==> src/rtl/memx_ctrl_if.sv <==
// rtl/memx_ctrl_if.sv - host request/response and memory-model bus bundle for memx_ctrl
interface memx_ctrl_if #(
  parameter int DATA_W = 16,
  parameter int ADDR_W = 10
) ();
  logic              memx_rd_i;
  logic              memx_wr_i;
  logic [ADDR_W-1:0] memx_adr_i;
  logic [DATA_W-1:0] memx_wdt_i;
  logic              memx_busy_o;
  logic [DATA_W-1:0] memx_rdt_o;
  logic              memx_rvld_o;
  logic              memx_wok_o;
  logic              memx_werr_o;
  logic [ADDR_W-1:0] model_adr_o;
  logic [DATA_W-1:0] model_wdt_o;
  logic              model_wr_o;
  logic [DATA_W-1:0] model_rdt_i;

  modport slave (
    input  memx_rd_i, memx_wr_i, memx_adr_i, memx_wdt_i, model_rdt_i,
    output memx_busy_o, memx_rdt_o, memx_rvld_o, memx_wok_o, memx_werr_o,
    output model_adr_o, model_wdt_o, model_wr_o
  );

  modport master (
    output memx_rd_i, memx_wr_i, memx_adr_i, memx_wdt_i, model_rdt_i,
    input  memx_busy_o, memx_rdt_o, memx_rvld_o, memx_wok_o, memx_werr_o,
    input  model_adr_o, model_wdt_o, model_wr_o
  );
endinterface

==> src/rtl/memx_ctrl.sv <==
// rtl/memx_ctrl.sv - timed read/write sequencer for a slow memory model, all outputs registered
// Define MEMX_WRITE_VERIFY_EN to add the read-back verify state with bounded write retries.
module memx_ctrl #(
  parameter int DATA_W    = 16,
  parameter int ADDR_W    = 10,
  parameter int RD_DLY    = 5000,
  parameter int WR_DLY    = 750000,
  parameter int CNT_W     = 20,
  parameter int MAX_RETRY = 2
) (
  input  logic        clk_i,
  input  logic        rstn_i,
  memx_ctrl_if.slave  bus
);

  localparam logic [CNT_W-1:0] RD_LAST = CNT_W'(RD_DLY - 1);
  localparam logic [CNT_W-1:0] WR_LAST = CNT_W'(WR_DLY - 1);

`ifdef MEMX_WRITE_VERIFY_EN
  localparam int RTY_W = (MAX_RETRY < 1) ? 1 : $clog2(MAX_RETRY + 1);
  localparam logic [RTY_W-1:0] RTY_MAX = RTY_W'(MAX_RETRY);

  typedef enum logic [1:0] {S_IDLE, S_RD, S_WR, S_VF} state_t;
`else
  typedef enum logic [1:0] {S_IDLE, S_RD, S_WR} state_t;
`endif

  state_t            state_q, state_n;
  logic [CNT_W-1:0]  cnt_q, cnt_n;
  logic [ADDR_W-1:0] adr_q, adr_n;
  logic [DATA_W-1:0] wdt_q, wdt_n;
  logic [DATA_W-1:0] rdt_q, rdt_n;
  logic              mwr_q, mwr_n;
  logic              busy_q, busy_n;
  logic              rvld_q, rvld_n;
  logic              wok_q, wok_n;
`ifdef MEMX_WRITE_VERIFY_EN
  logic              werr_q, werr_n;
  logic [RTY_W-1:0]  rty_q, rty_n;
`endif

  always_ff @(posedge clk_i or negedge rstn_i) begin
    if (!rstn_i) begin
      state_q <= S_IDLE;
      cnt_q   <= '0;
      adr_q   <= '0;
      wdt_q   <= '0;
      rdt_q   <= '0;
      mwr_q   <= 1'b0;
      busy_q  <= 1'b0;
      rvld_q  <= 1'b0;
      wok_q   <= 1'b0;
`ifdef MEMX_WRITE_VERIFY_EN
      werr_q  <= 1'b0;
      rty_q   <= '0;
`endif
    end else begin
      state_q <= state_n;
      cnt_q   <= cnt_n;
      adr_q   <= adr_n;
      wdt_q   <= wdt_n;
      rdt_q   <= rdt_n;
      mwr_q   <= mwr_n;
      busy_q  <= busy_n;
      rvld_q  <= rvld_n;
      wok_q   <= wok_n;
`ifdef MEMX_WRITE_VERIFY_EN
      werr_q  <= werr_n;
      rty_q   <= rty_n;
`endif
    end
  end

  // Every output is computed here one cycle ahead and registered above,
  // so completion pulses and busy fall land on the same edge.
  always_comb begin
    state_n = state_q;
    cnt_n   = cnt_q;
    adr_n   = adr_q;
    wdt_n   = wdt_q;
    rdt_n   = rdt_q;
    mwr_n   = mwr_q;
    busy_n  = busy_q;
    rvld_n  = 1'b0;
    wok_n   = 1'b0;
`ifdef MEMX_WRITE_VERIFY_EN
    werr_n  = 1'b0;
    rty_n   = rty_q;
`endif

    case (state_q)
      S_IDLE: begin
        cnt_n = '0;
        if (!busy_q && bus.memx_rd_i) begin
          state_n = S_RD;
          adr_n   = bus.memx_adr_i;
          busy_n  = 1'b1;
          mwr_n   = 1'b0;
        end else if (!busy_q && bus.memx_wr_i) begin
          state_n = S_WR;
          adr_n   = bus.memx_adr_i;
          wdt_n   = bus.memx_wdt_i;
          busy_n  = 1'b1;
          mwr_n   = 1'b1;
`ifdef MEMX_WRITE_VERIFY_EN
          rty_n   = '0;
`endif
        end
      end

      S_RD: begin
        if (cnt_q == RD_LAST) begin
          state_n = S_IDLE;
          cnt_n   = '0;
          rdt_n   = bus.model_rdt_i;
          rvld_n  = 1'b1;
          busy_n  = 1'b0;
        end else begin
          cnt_n = cnt_q + 1'b1;
        end
      end

      S_WR: begin
        if (cnt_q == WR_LAST) begin
          cnt_n = '0;
          mwr_n = 1'b0;
`ifdef MEMX_WRITE_VERIFY_EN
          state_n = S_VF;
`else
          state_n = S_IDLE;
          wok_n   = 1'b1;
          busy_n  = 1'b0;
`endif
        end else begin
          cnt_n = cnt_q + 1'b1;
        end
      end

`ifdef MEMX_WRITE_VERIFY_EN
      S_VF: begin
        if (cnt_q == RD_LAST) begin
          cnt_n = '0;
          if (bus.model_rdt_i == wdt_q) begin
            state_n = S_IDLE;
            wok_n   = 1'b1;
            busy_n  = 1'b0;
          end else if (rty_q == RTY_MAX) begin
            state_n = S_IDLE;
            werr_n  = 1'b1;
            busy_n  = 1'b0;
          end else begin
            state_n = S_WR;
            rty_n   = rty_q + 1'b1;
            mwr_n   = 1'b1;
          end
        end else begin
          cnt_n = cnt_q + 1'b1;
        end
      end
`endif

      default: begin
        state_n = S_IDLE;
        cnt_n   = '0;
        mwr_n   = 1'b0;
        busy_n  = 1'b0;
      end
    endcase
  end

  assign bus.memx_busy_o = busy_q;
  assign bus.memx_rdt_o  = rdt_q;
  assign bus.memx_rvld_o = rvld_q;
  assign bus.memx_wok_o  = wok_q;
  assign bus.model_adr_o = adr_q;
  assign bus.model_wdt_o = wdt_q;
  assign bus.model_wr_o  = mwr_q;
`ifdef MEMX_WRITE_VERIFY_EN
  assign bus.memx_werr_o = werr_q;
`else
  assign bus.memx_werr_o = 1'b0;
`endif

endmodule

==> src/flat_wrapper.sv <==
// flat-port wrapper written by rule: the top's interface ports become plain ports
module memx_ctrl_flat 
#(
  parameter int DATA_W    = 16,
  parameter int ADDR_W    = 10,
  parameter int RD_DLY    = 5000,
  parameter int WR_DLY    = 750000,
  parameter int CNT_W     = 20,
  parameter int MAX_RETRY = 2
)
  (clk_i, rstn_i, bus_memx_rd_i, bus_memx_wr_i, bus_memx_adr_i, bus_memx_wdt_i, bus_model_rdt_i, bus_memx_busy_o, bus_memx_rdt_o, bus_memx_rvld_o, bus_memx_wok_o, bus_memx_werr_o, bus_model_adr_o, bus_model_wdt_o, bus_model_wr_o);
  memx_ctrl_if #(.DATA_W(DATA_W), .ADDR_W(ADDR_W)) bus_i ();
  input  logic clk_i;
  input  logic rstn_i;
  input wire logic [$bits(bus_i.memx_rd_i)-1:0] bus_memx_rd_i;
  input wire logic [$bits(bus_i.memx_wr_i)-1:0] bus_memx_wr_i;
  input wire logic [$bits(bus_i.memx_adr_i)-1:0] bus_memx_adr_i;
  input wire logic [$bits(bus_i.memx_wdt_i)-1:0] bus_memx_wdt_i;
  input wire logic [$bits(bus_i.model_rdt_i)-1:0] bus_model_rdt_i;
  output wire logic [$bits(bus_i.memx_busy_o)-1:0] bus_memx_busy_o;
  output wire logic [$bits(bus_i.memx_rdt_o)-1:0] bus_memx_rdt_o;
  output wire logic [$bits(bus_i.memx_rvld_o)-1:0] bus_memx_rvld_o;
  output wire logic [$bits(bus_i.memx_wok_o)-1:0] bus_memx_wok_o;
  output wire logic [$bits(bus_i.memx_werr_o)-1:0] bus_memx_werr_o;
  output wire logic [$bits(bus_i.model_adr_o)-1:0] bus_model_adr_o;
  output wire logic [$bits(bus_i.model_wdt_o)-1:0] bus_model_wdt_o;
  output wire logic [$bits(bus_i.model_wr_o)-1:0] bus_model_wr_o;
  assign bus_i.memx_rd_i = bus_memx_rd_i;
  assign bus_i.memx_wr_i = bus_memx_wr_i;
  assign bus_i.memx_adr_i = bus_memx_adr_i;
  assign bus_i.memx_wdt_i = bus_memx_wdt_i;
  assign bus_i.model_rdt_i = bus_model_rdt_i;
  assign bus_memx_busy_o = bus_i.memx_busy_o;
  assign bus_memx_rdt_o = bus_i.memx_rdt_o;
  assign bus_memx_rvld_o = bus_i.memx_rvld_o;
  assign bus_memx_wok_o = bus_i.memx_wok_o;
  assign bus_memx_werr_o = bus_i.memx_werr_o;
  assign bus_model_adr_o = bus_i.model_adr_o;
  assign bus_model_wdt_o = bus_i.model_wdt_o;
  assign bus_model_wr_o = bus_i.model_wr_o;
  memx_ctrl #(.DATA_W(DATA_W), .ADDR_W(ADDR_W), .RD_DLY(RD_DLY), .WR_DLY(WR_DLY), .CNT_W(CNT_W), .MAX_RETRY(MAX_RETRY)) u_core (.clk_i(clk_i), .rstn_i(rstn_i), .bus(bus_i));
endmodule
==> config.mk <==
export PLATFORM = sky130hd
export DESIGN_NAME = memx_ctrl_flat
export DESIGN_NICKNAME = d
export VERILOG_FILES = /design/src/rtl/memx_ctrl_if.sv /design/src/rtl/memx_ctrl.sv /design/src/flat_wrapper.sv
export SDC_FILE = /design/constraint.sdc
export NUM_CORES = 1
export LEC_CHECK = 0
export CAP_MARGIN = 40
export CELL_PAD_IN_SITES_DETAIL_PLACEMENT = 1
export CELL_PAD_IN_SITES_GLOBAL_PLACEMENT = 1
export CORE_ASPECT_RATIO = 0.7
export CORE_MARGIN = 2
export CORE_UTILIZATION = 38
export CTS_CLUSTER_DIAMETER = 200
export DETAILED_ROUTE_END_ITERATION = 7
export PLACE_DENSITY = 0.91
export SLEW_MARGIN = 30
export SYNTH_ARGS = -nofsm -noshare
export SYNTH_HDL_FRONTEND = slang
export SYNTH_SLANG_ARGS = --single-unit
==> constraint.sdc <==
create_clock -name clk_i -period 2.85 [get_ports clk_i]
set_input_delay 0.57 -clock clk_i [delete_from_list [all_inputs] [get_ports clk_i]]
set_output_delay 0.57 -clock clk_i [all_outputs]
set_load 0.1 [all_outputs]
Word level (Yosys, flattened, before mapping)
Cells that the tools add are included.
{"block": "op_classes", "div_mod_pow": 0, "n_lt_le_gt_ge": 0, "multipliers": 0, "reduce_logical": 10, "n_eq_ne": 7, "bitwise_logic": 2, "shift": 0, "muxes": 21, "n_addsub": 1}
{"op": "2-to-1 mux 20 bit", "n": 2}
{"op": "case mux 20 bit (2 select lines)", "n": 1}
{"op": "adder 20 x 1 -> 20 bit, second input constant", "n": 1}
{"op": "equality test 20 x 13 -> 1 bit, second input constant", "n": 1}
{"op": "equality test 20 bit, second input constant", "n": 1}
{"op": "2-to-1 mux 10 bit", "n": 2}
{"op": "2-to-1 mux 1 bit", "n": 9}
{"op": "AND reduction 3 bit", "n": 3}
{"op": "2-to-1 mux 2 bit", "n": 4}
{"op": "case mux 1 bit (3 select lines)", "n": 2}
{"op": "case mux 2 bit (3 select lines)", "n": 1}
{"op": "!= test 2 x 1 -> 1 bit, second input constant", "n": 2}
{"op": "AND reduction 2 bit", "n": 2}
{"op": "!= test 3 x 1 -> 1 bit, second input constant", "n": 1}
{"op": "equality test 2 x 1 -> 1 bit, second input constant", "n": 1}
{"op": "equality test 2 bit, second input constant", "n": 1}
{"op": "logical AND 1 bit", "n": 2}
{"op": "logical NOT 2 bit", "n": 1}
{"op": "NOT 1 bit", "n": 2}
{"op": "nonzero test 2 bit", "n": 1}
{"op": "logical NOT 1 bit", "n": 1}
{"block": "word_totals", "ram_bits": 0, "output_inout_bits": 47, "mem_count": 0, "rom_bits": 0, "reg_bits": 68, "wordCells": 50, "latch_bits": 0, "input_bits": 46}

Depth between registers and ports, before layout
Gate-level depths: netlist of the first run.
{"block": "depth", "depth_word": 5, "depth_mapped": 7, "mapped_depth_nobuf": 6}

Least setup slack after synthesis of the first run
No wires, ideal clock.
{"block": "synth_timing", "kind": "register to register", "start": "register u_core.busy_q (netlist: u_core.bus.memx_busy_o)", "end": "register u_core.wdt_q[10] (netlist: u_core.bus.model_wdt_o[10])", "t_required_ns": 2.725, "path_buffers": 2, "synth_period_minus_slack_ns": 2.211, "path_slack_ns": 0.639, "path_stages_with_launch": 6, "arrival_ns": 2.085, "setup_time_ns": 0.125, "path_cell_list": "dfrtp_1 nor2b_1 and3b_1 clkbuf_1 buf_2 mux2_2"}
{"block": "synth_via", "elab_chain_len": 4, "elab_cells_between_ends": 5, "cone_classes": "bitwise: 1; reduce/logical: 4"}
{"element": "from (decl)", "line": "memx_ctrl.sv:34", "rtl": "logic busy_q, busy_n;"}
{"element": "from (signal assigned)", "line": "memx_ctrl.sv:64", "rtl": "busy_q <= busy_n;"}
{"element": "logical NOT 1 bit (*)", "line": "memx_ctrl.sv:94, memx_ctrl.sv:99"}
{"element": "logical AND 1 bit", "line": "memx_ctrl.sv:94", "rtl": "if (!busy_q && bus.memx_rd_i) begin"}
{"element": "NOT 1 bit (no line)"}
{"element": "AND reduction 3 bit (no line) (*)"}
{"element": "to (signal assigned)", "line": "memx_ctrl.sv:61", "rtl": "wdt_q <= wdt_n;"}
{"element": "to (decl)", "line": "memx_ctrl.sv:31", "rtl": "logic [DATA_W-1:0] wdt_q, wdt_n;"}
Every way passes the cells marked *; elsewhere a longest branch is shown, timed or not.
A chain may end at the register's enable or synchronous reset.

Worst setup path in the final report of the first run
{"block": "layout_timing", "start": "register u_core.cnt_q[4]", "end": "register u_core.cnt_q[17]"}
{"block": "layout_via", "elab_chain_len": 3, "elab_cells_between_ends": 6, "cone_classes": "add/sub: 1; eq/ne: 2; mux: 3"}
{"element": "from (decl)", "line": "memx_ctrl.sv:29", "rtl": "logic [CNT_W-1:0] cnt_q, cnt_n;"}
{"element": "from (signal assigned)", "line": "memx_ctrl.sv:59", "rtl": "cnt_q <= cnt_n;"}
{"element": "adder 20 x 1 -> 20 bit, or another cell as far along", "line": "memx_ctrl.sv:119, memx_ctrl.sv:135"}
{"element": "2-to-1 mux 20 bit (on tied branches)", "line": "memx_ctrl.sv:124, memx_ctrl.sv:112"}
{"element": "case mux 20 bit (2 select lines) (*)", "line": "memx_ctrl.sv:91", "rtl": "case (state_q)"}
{"element": "via u_core.cnt_n[17]", "line": "memx_ctrl.sv:29"}
Mark *: on every way through the listed nets, which the timed path passes. The rest lies on a longest branch.

==> impl_metrics.yaml, run 1 <==
clocking:
  cts_tree: "done"
  clk_pin_slew_ps: 80
  post_cts_buffers: 0
  cts_inserted_buffers: 9
  cts_root_buf: "clkbuf_8"
  cts.repair.resized: 0
  cts_htree_levels: 3
  hold_buffers: 0
  clock_latency_ps: 350
  clock-sinks: 68
  clock_path_buffers: 2
worst_hold_path:
  hold_class: "input port to async pin"
die:
  dieArea_um2: 8290
  initial_core_util_pct: 39.3
  core_area_um2: 7320
  die_h_um: 76.8
  num_rows: 26
  die_x_um: 108
  pin_count: 93
detailed_routing:
  wire_per_inst_um: 16.5
  drt_wl_total_mm: 7.13
  detail_route.first_pass.iterations: 4
  drtIter0Drc: 71
  vias: 2132
  drcViolationCount: 0
  viasPerCell: 4.95
  drtAntennaViolNets: 0
critical_path:
  critPathMaxStageDelay_ps: 540
  cp_slowest_cell: "o41a_1"
  reg2reg_setup_slack_ps: 580
  path_cells: "nor4_1 -> nand4_1 -> o41a_1 -> o21ai_1 -> buf_4 -> nor2_1"
  cp-end-kind: "register"
  cp_top_family: "simple AND/OR/NAND/NOR gates"
  crit_type: "register to register"
  start_kind: "register"
  crit_required_ps: 3080
  cp_max_fo: 20
  cp.arrival_ps: 2500
  timing.critical_path.buf_inv: 1
sta:
  finClkSkew_ps: 6.06
  layout_worst_path_cycle_share_pct: 79.6
  fin_tns_setup_ps: 0
  slew_headroom_pct: 45.9
  setup_viol: 0
  fmax_ghz: 0.441
  hold_violations: 0
  worst_pin_slew_ps: 805
  maxSlewViolCount: 0
  rsz0062_at_grt: "false"
  fin_crit_ps: 2270
power:
  vdd_drop_max_mv: 0.247
  p_leak_nw: 1.83
  p_int_mw: 1.55
  seqPwrFrac_pct: 47.4
  switching_share_pct: 25.1
  comb_power_share_pct: 10.2
  clockPowerShare_pct: 42.4
  total_power_mw: 2.07
  p_per_area_nw_per_um2: 516
  net-switching-power_mw: 0.520
outcome:
  outcome: "complete, no violations"
synth:
  synth_commonest_cells: "dfrtp_1 (68), mux2_2 (42), nor2_1 (27)"
  netlist_area_um2: 2870
  ys_warn_count: 0
  ys_top_cells_by_area: "dfrtp_1 (59%), mux2_2 (16%), xor2_1 (3.7%), nor2_1 (3.5%), nand3_1 (2.1%)"
  seq_area_frac_synth_pct: 59.2
  synthArstFlopShare_pct: 100
  synth_edf_count: 0
  synth.top_cell.area_share_pct: 59.2
  yosysTopAreaCell: "dfrtp_1"
  synth.most_common_cell: "dfrtp_1"
  syn_nets: 277
  yosys_register_bits: 68
  avgSynthCellArea_um2: 12.7
  synth_cells: 227
  synth_ff_type: "dfrtp_1"
  ys_types: 36
grt:
  first_global_vias: 2321
  antenna_found_initial: 0
  track_usage_pct: 18.5
  grt_max_degree: 30
  overflow: 0
  grt_pass1_wl_mm: 11.9
cells_and_area:
  fillCellCount: 774
  diodes: 0
  fin_nets: 378
  regArea_um2: 1700
  area_delta_synth_final_pct: 39.7
  layout-drive-gt1-share_pct: 33.6
  multiInputGateArea_um2: 1120
run:
  cap_violations: 0
placed_design:
  dp_hpwl_mm: 5.34
  finalWeightedCongestion: 0.803
  io_buffers: 91
[final timing paths]
check / cells past startpoint / startpoint / to
max: 6 / u_core.cnt_q[4]$_DFF_PN0_ / u_core.cnt_q[17]$_DFF_PN0_
min: 1 / rstn_i / u_core.cnt_q[9]$_DFF_PN0_
max reg2reg: 6 / u_core.cnt_q[4]$_DFF_PN0_ / u_core.cnt_q[17]$_DFF_PN0_
min reg2reg: 1 / u_core.cnt_q[0]$_DFF_PN0_ / u_core.cnt_q[0]$_DFF_PN0_
max in group asynchronous: 2 / rstn_i / u_core.bus.memx_rdt_o[10]$_DFFE_PN0P_
min in group clk_i: 1 / u_core.cnt_q[0]$_DFF_PN0_ / u_core.cnt_q[0]$_DFF_PN0_
[layout make-up]
class	count	area share (%)
timing repair buffer	97	20.8
tap	98	3.05
clock buffer	9	3.09
inverter	4	0.374
multi-input combinational	148	27.8
sequential	68	42.4
clock inverter	7	2.46
[kinds of logic after synthesis]
kind of cell / share of synthesized area (%)
AND/OR/NAND/NOR: 12.2
flip-flops: 59.2
multiplexers: 16.5
XOR/XNOR: 5.49
AO/OA/AOI/OAI: 2.87
buffers and inverters: 1.92
adder cells (fa/ha/maj): 1.74
other: 0.130
[power by group through the flow]
stage,Sequential (mW),Combinational (mW),Clock [mW]
floorplan,1.09,0.0178,0
global placement,1.00,0.208,0
detailed placement,1.00,0.212,0
CTS,0.982,0.214,0.906
global route,0.983,0.221,0.954
finish,0.982,0.210,0.879
[per-stage QoR]
stage	area [um^2]	cells	utilization, %	setup slack [ps]	hold WS, ps
2_1_floorplan	2870	227	-	639	274
3_3_place_gp	3790	415	51.8	585	452
3_5_place_dp	3790	415	51.8	480	460
4_1_cts	4020	431	54.9	584	264
5_1_grt	4020	431	54.9	388	291
6_report	4020	431	54.9	582	255
[routing by layer]
layer	track usage, %	part of all wire [%]
met4	5.77	1.4
met2	29.8	47
met3	5.70	6.8
met5	0	0
met1	23.8	45
[placed cells by master (no fill, tap or decap), types with 2 or more instances in the layout]
master | netlist | layout
nor2_1 | 27 | 27
dfrtp_1 | 68 | 68
clkdlybuf4s50_1 | 0 | 44
xor2_1 | 12 | 12
nand3_1 | 12 | 12
nand4_1 | 4 | 4
inv_1 | 4 | 4
bufinv_16 | 0 | 2
a22o_1 | 2 | 2
clkbuf_8 | 0 | 9
buf_4 | 3 | 52
xnor2_1 | 6 | 6
mux2_2 | 42 | 42
nor4_1 | 6 | 6
ha_1 | 4 | 4
o21ai_0 | 2 | 2
nand2_1 | 11 | 11
nor2b_1 | 2 | 2
clkinv_4 | 0 | 2
[state kept, by name, summed over array words and instances, names as in the netlist]
name	flops
u_core.bus.memx_rvld_o	1
u_core.bus.memx_busy_o	1
u_core.state_q	2
u_core.cnt_q	20
u_core.bus.memx_wok_o	1
u_core.bus.model_adr_o	10
u_core.bus.memx_rdt_o	16
u_core.bus.model_wr_o	1
u_core.bus.model_wdt_o	16
Note: power is estimated with default switching activity, not from simulation.
==> run 2, diff against run 1 <==
--- a/config.mk
+++ b/config.mk
@@ -10,10 +10,10 @@
 export CELL_PAD_IN_SITES_GLOBAL_PLACEMENT = 1
 export CORE_ASPECT_RATIO = 0.7
 export CORE_MARGIN = 2
-export CORE_UTILIZATION = 38
+export CORE_UTILIZATION = 36
 export CTS_CLUSTER_DIAMETER = 200
 export DETAILED_ROUTE_END_ITERATION = 7
-export PLACE_DENSITY = 0.91
+export PLACE_DENSITY = 0.87
 export SLEW_MARGIN = 30
 export SYNTH_ARGS = -nofsm -noshare
 export SYNTH_HDL_FRONTEND = slang
==> constraint.sdc (replaced) <==
create_clock -name clk_i -period 2.2 [get_ports clk_i]
set_input_delay 0.44 -clock clk_i [delete_from_list [all_inputs] [get_ports clk_i]]
set_output_delay 0.44 -clock clk_i [all_outputs]
set_load 0.1 [all_outputs]
==> run 2 against run 1 <==
  * Sequential cell count unchanged
  * Power increased by 45%
  * Combinational power grew 29%
  * Highest routed layer unchanged
  * Final cell count grew 1.2%
  * Non-clock buffer count is 2 higher
  * Register-to-register slack got worse by 410 ps
  * Setup slack lost 410 ps
==> impl_metrics.yaml, run 2 (same netlist as run 1, synthesis figures left out) <==
critical_path:
  r2r_cells: 6
  path_cells: "nor3b_1 -> nand4_1 -> o41a_1 -> o21ai_2 -> buf_12 -> nor2_1"
  crit_required_ps: 2420
  cp-end-kind: "register"
  timing.critical_path.buf_inv: 1
  cp_top_family: "compound AO/OA/AOI/OAI gates"
  cp.arrival_ps: 2250
  cp_slowest_cell: "o41a_1"
  path_depth: 6
  crit_type: "register to register"
  start_kind: "register"
  cp_max_fo: 20
  critPathMaxStageDelay_ps: 530
sta:
  fmax_ghz: 0.493
  maxSlewViolCount: 0
  setup_viol: 0
  hold_violations: 0
  fin_crit_ps: 2030
  fin_tns_setup_ps: 0
  finClkSkew_ps: 5.56
  rsz0062_at_grt: "false"
  finalWorstSetupSlack_ps: 170
  layout_worst_path_cycle_share_pct: 92.3
  whs_ps: 122
die:
  dieArea_um2: 8730
  num_rows: 27
  die_h_um: 78.8
  initial_core_util_pct: 36.8
  pin_count: 93
  core_area_um2: 7800
  die_x_um: 111
detailed_routing:
  viasPerCell: 4.93
  drtAntennaViolNets: 0
  drcViolationCount: 0
  vias: 2150
  detail_route.first_pass.iterations: 4
  drtIter0Drc: 59
  wire_per_inst_um: 17.9
  drt_wl_total_mm: 7.81
cells_and_area:
  fin_cells: 436
  final_common_cell: "dfrtp_1"
  diodes: 0
  multiInputGateArea_um2: 1140
  fin_nets: 380
  max_flop_register: "u_core.cnt_q"
  design_area_um2: 4180
  layout-drive-gt1-share_pct: 35.2
  largest_reg_flops: 20
  finish.utilization_pct: 53.5
  final_cell_mix: "dfrtp_1 (67), buf_4 (51), clkdlybuf4s50_1 (44), mux2_2 (42), nor2_1 (27)"
  area_delta_synth_final_pct: 45.4
  regArea_um2: 1700
  fillCellCount: 840
placed_design:
  pre_cts_ws_ps: 150
  dp_cells: 420
  finalWeightedCongestion: 0.867
  dp_hpwl_mm: 5.59
  io_buffers: 91
  placed_cell_area_um2: 3850
power:
  p_leak_nw: 1.90
  vdd_drop_max_mv: 0.485
  p_per_area_nw_per_um2: 717
  total_power_mw: 2.99
clocking:
  clock_path_buffers: 2
  cts_tree: "done"
  clk_pin_slew_ps: 50
  clock-sinks: 68
  hold_buffers: 0
  cts_inserted_buffers: 9
  cts_root_buf: "clkbuf_16"
  clock_latency_ps: 330
  cts_htree_levels: 3
grt:
  track_usage_pct: 18.8
  grt_max_degree: 69
  antenna_found_initial: 0
  first_global_vias: 2386
  grt_pass1_wl_mm: 12.5
  overflow: 0
run:
  cap_violations: 0
outcome:
  outcome: "complete, no violations"
worst_hold_path:
  hold_class: "input port to async pin"
run 2: changes by cell type in the layout (fill, tap and decap cells not counted), sizes merged:
cell    previous run  this run
buf               53        55
inv                5         4
clkbuf             9        12
clkinv             3         2
bufinv             2         1
run 2: layout make-up:
type,count,area share [%]
clock buffers,12,6.14
clock inverters,4,1.14
inverters,4,0.359
multi-input cells,148,27.3
flip-flops and latches,68,40.8
well taps,101,3.02
repair buffers,99,21.3
run 2: path summary, 6_finish.rpt:
path / startpoint / to / slack [ps]
max: u_core.cnt_q[6]$_DFF_PN0_ / u_core.cnt_q[2]$_DFF_PN0_ / 170
min: rstn_i / u_core.bus.model_adr_o[8]$_DFFE_PN0P_ / 120
max reg2reg: u_core.cnt_q[6]$_DFF_PN0_ / u_core.cnt_q[2]$_DFF_PN0_ / 170
min reg2reg: u_core.cnt_q[0]$_DFF_PN0_ / u_core.cnt_q[0]$_DFF_PN0_ / 470
max in group asynchronous: rstn_i / u_core.bus.memx_busy_o$_DFFE_PN0P_ / 1780
min in group clk_i: u_core.cnt_q[0]$_DFF_PN0_ / u_core.cnt_q[0]$_DFF_PN0_ / 470
run 2: where the power goes:
| part | internal, mW | switching [mW] | total (mW) | leakage [nW] |
|---|---|---|---|---|
| Combinational | 0.102 | 0.169 | 0.271 | 0.844 |
| Clock | 0.934 | 0.513 | 1.45 | 0.149 |
| Sequential | 1.27 | 0.00903 | 1.28 | 0.908 |
| Total | 2.30 | 0.691 | 2.99 | 1.90 |
run 2: routing by layer:
metal	up-vias	GRT usage [%]	share of wire, %
met1	1073	21.8	42
met2	68	32.1	50
met4	0	7.25	1.7
met3	11	7.25	6.4
li1	998	-	-
met5	-	0	0
run 2: timing repair:
item,CTS,global route
resized for setup,0,4
buffers inserted,0,0
setup endpoints to repair,0,23
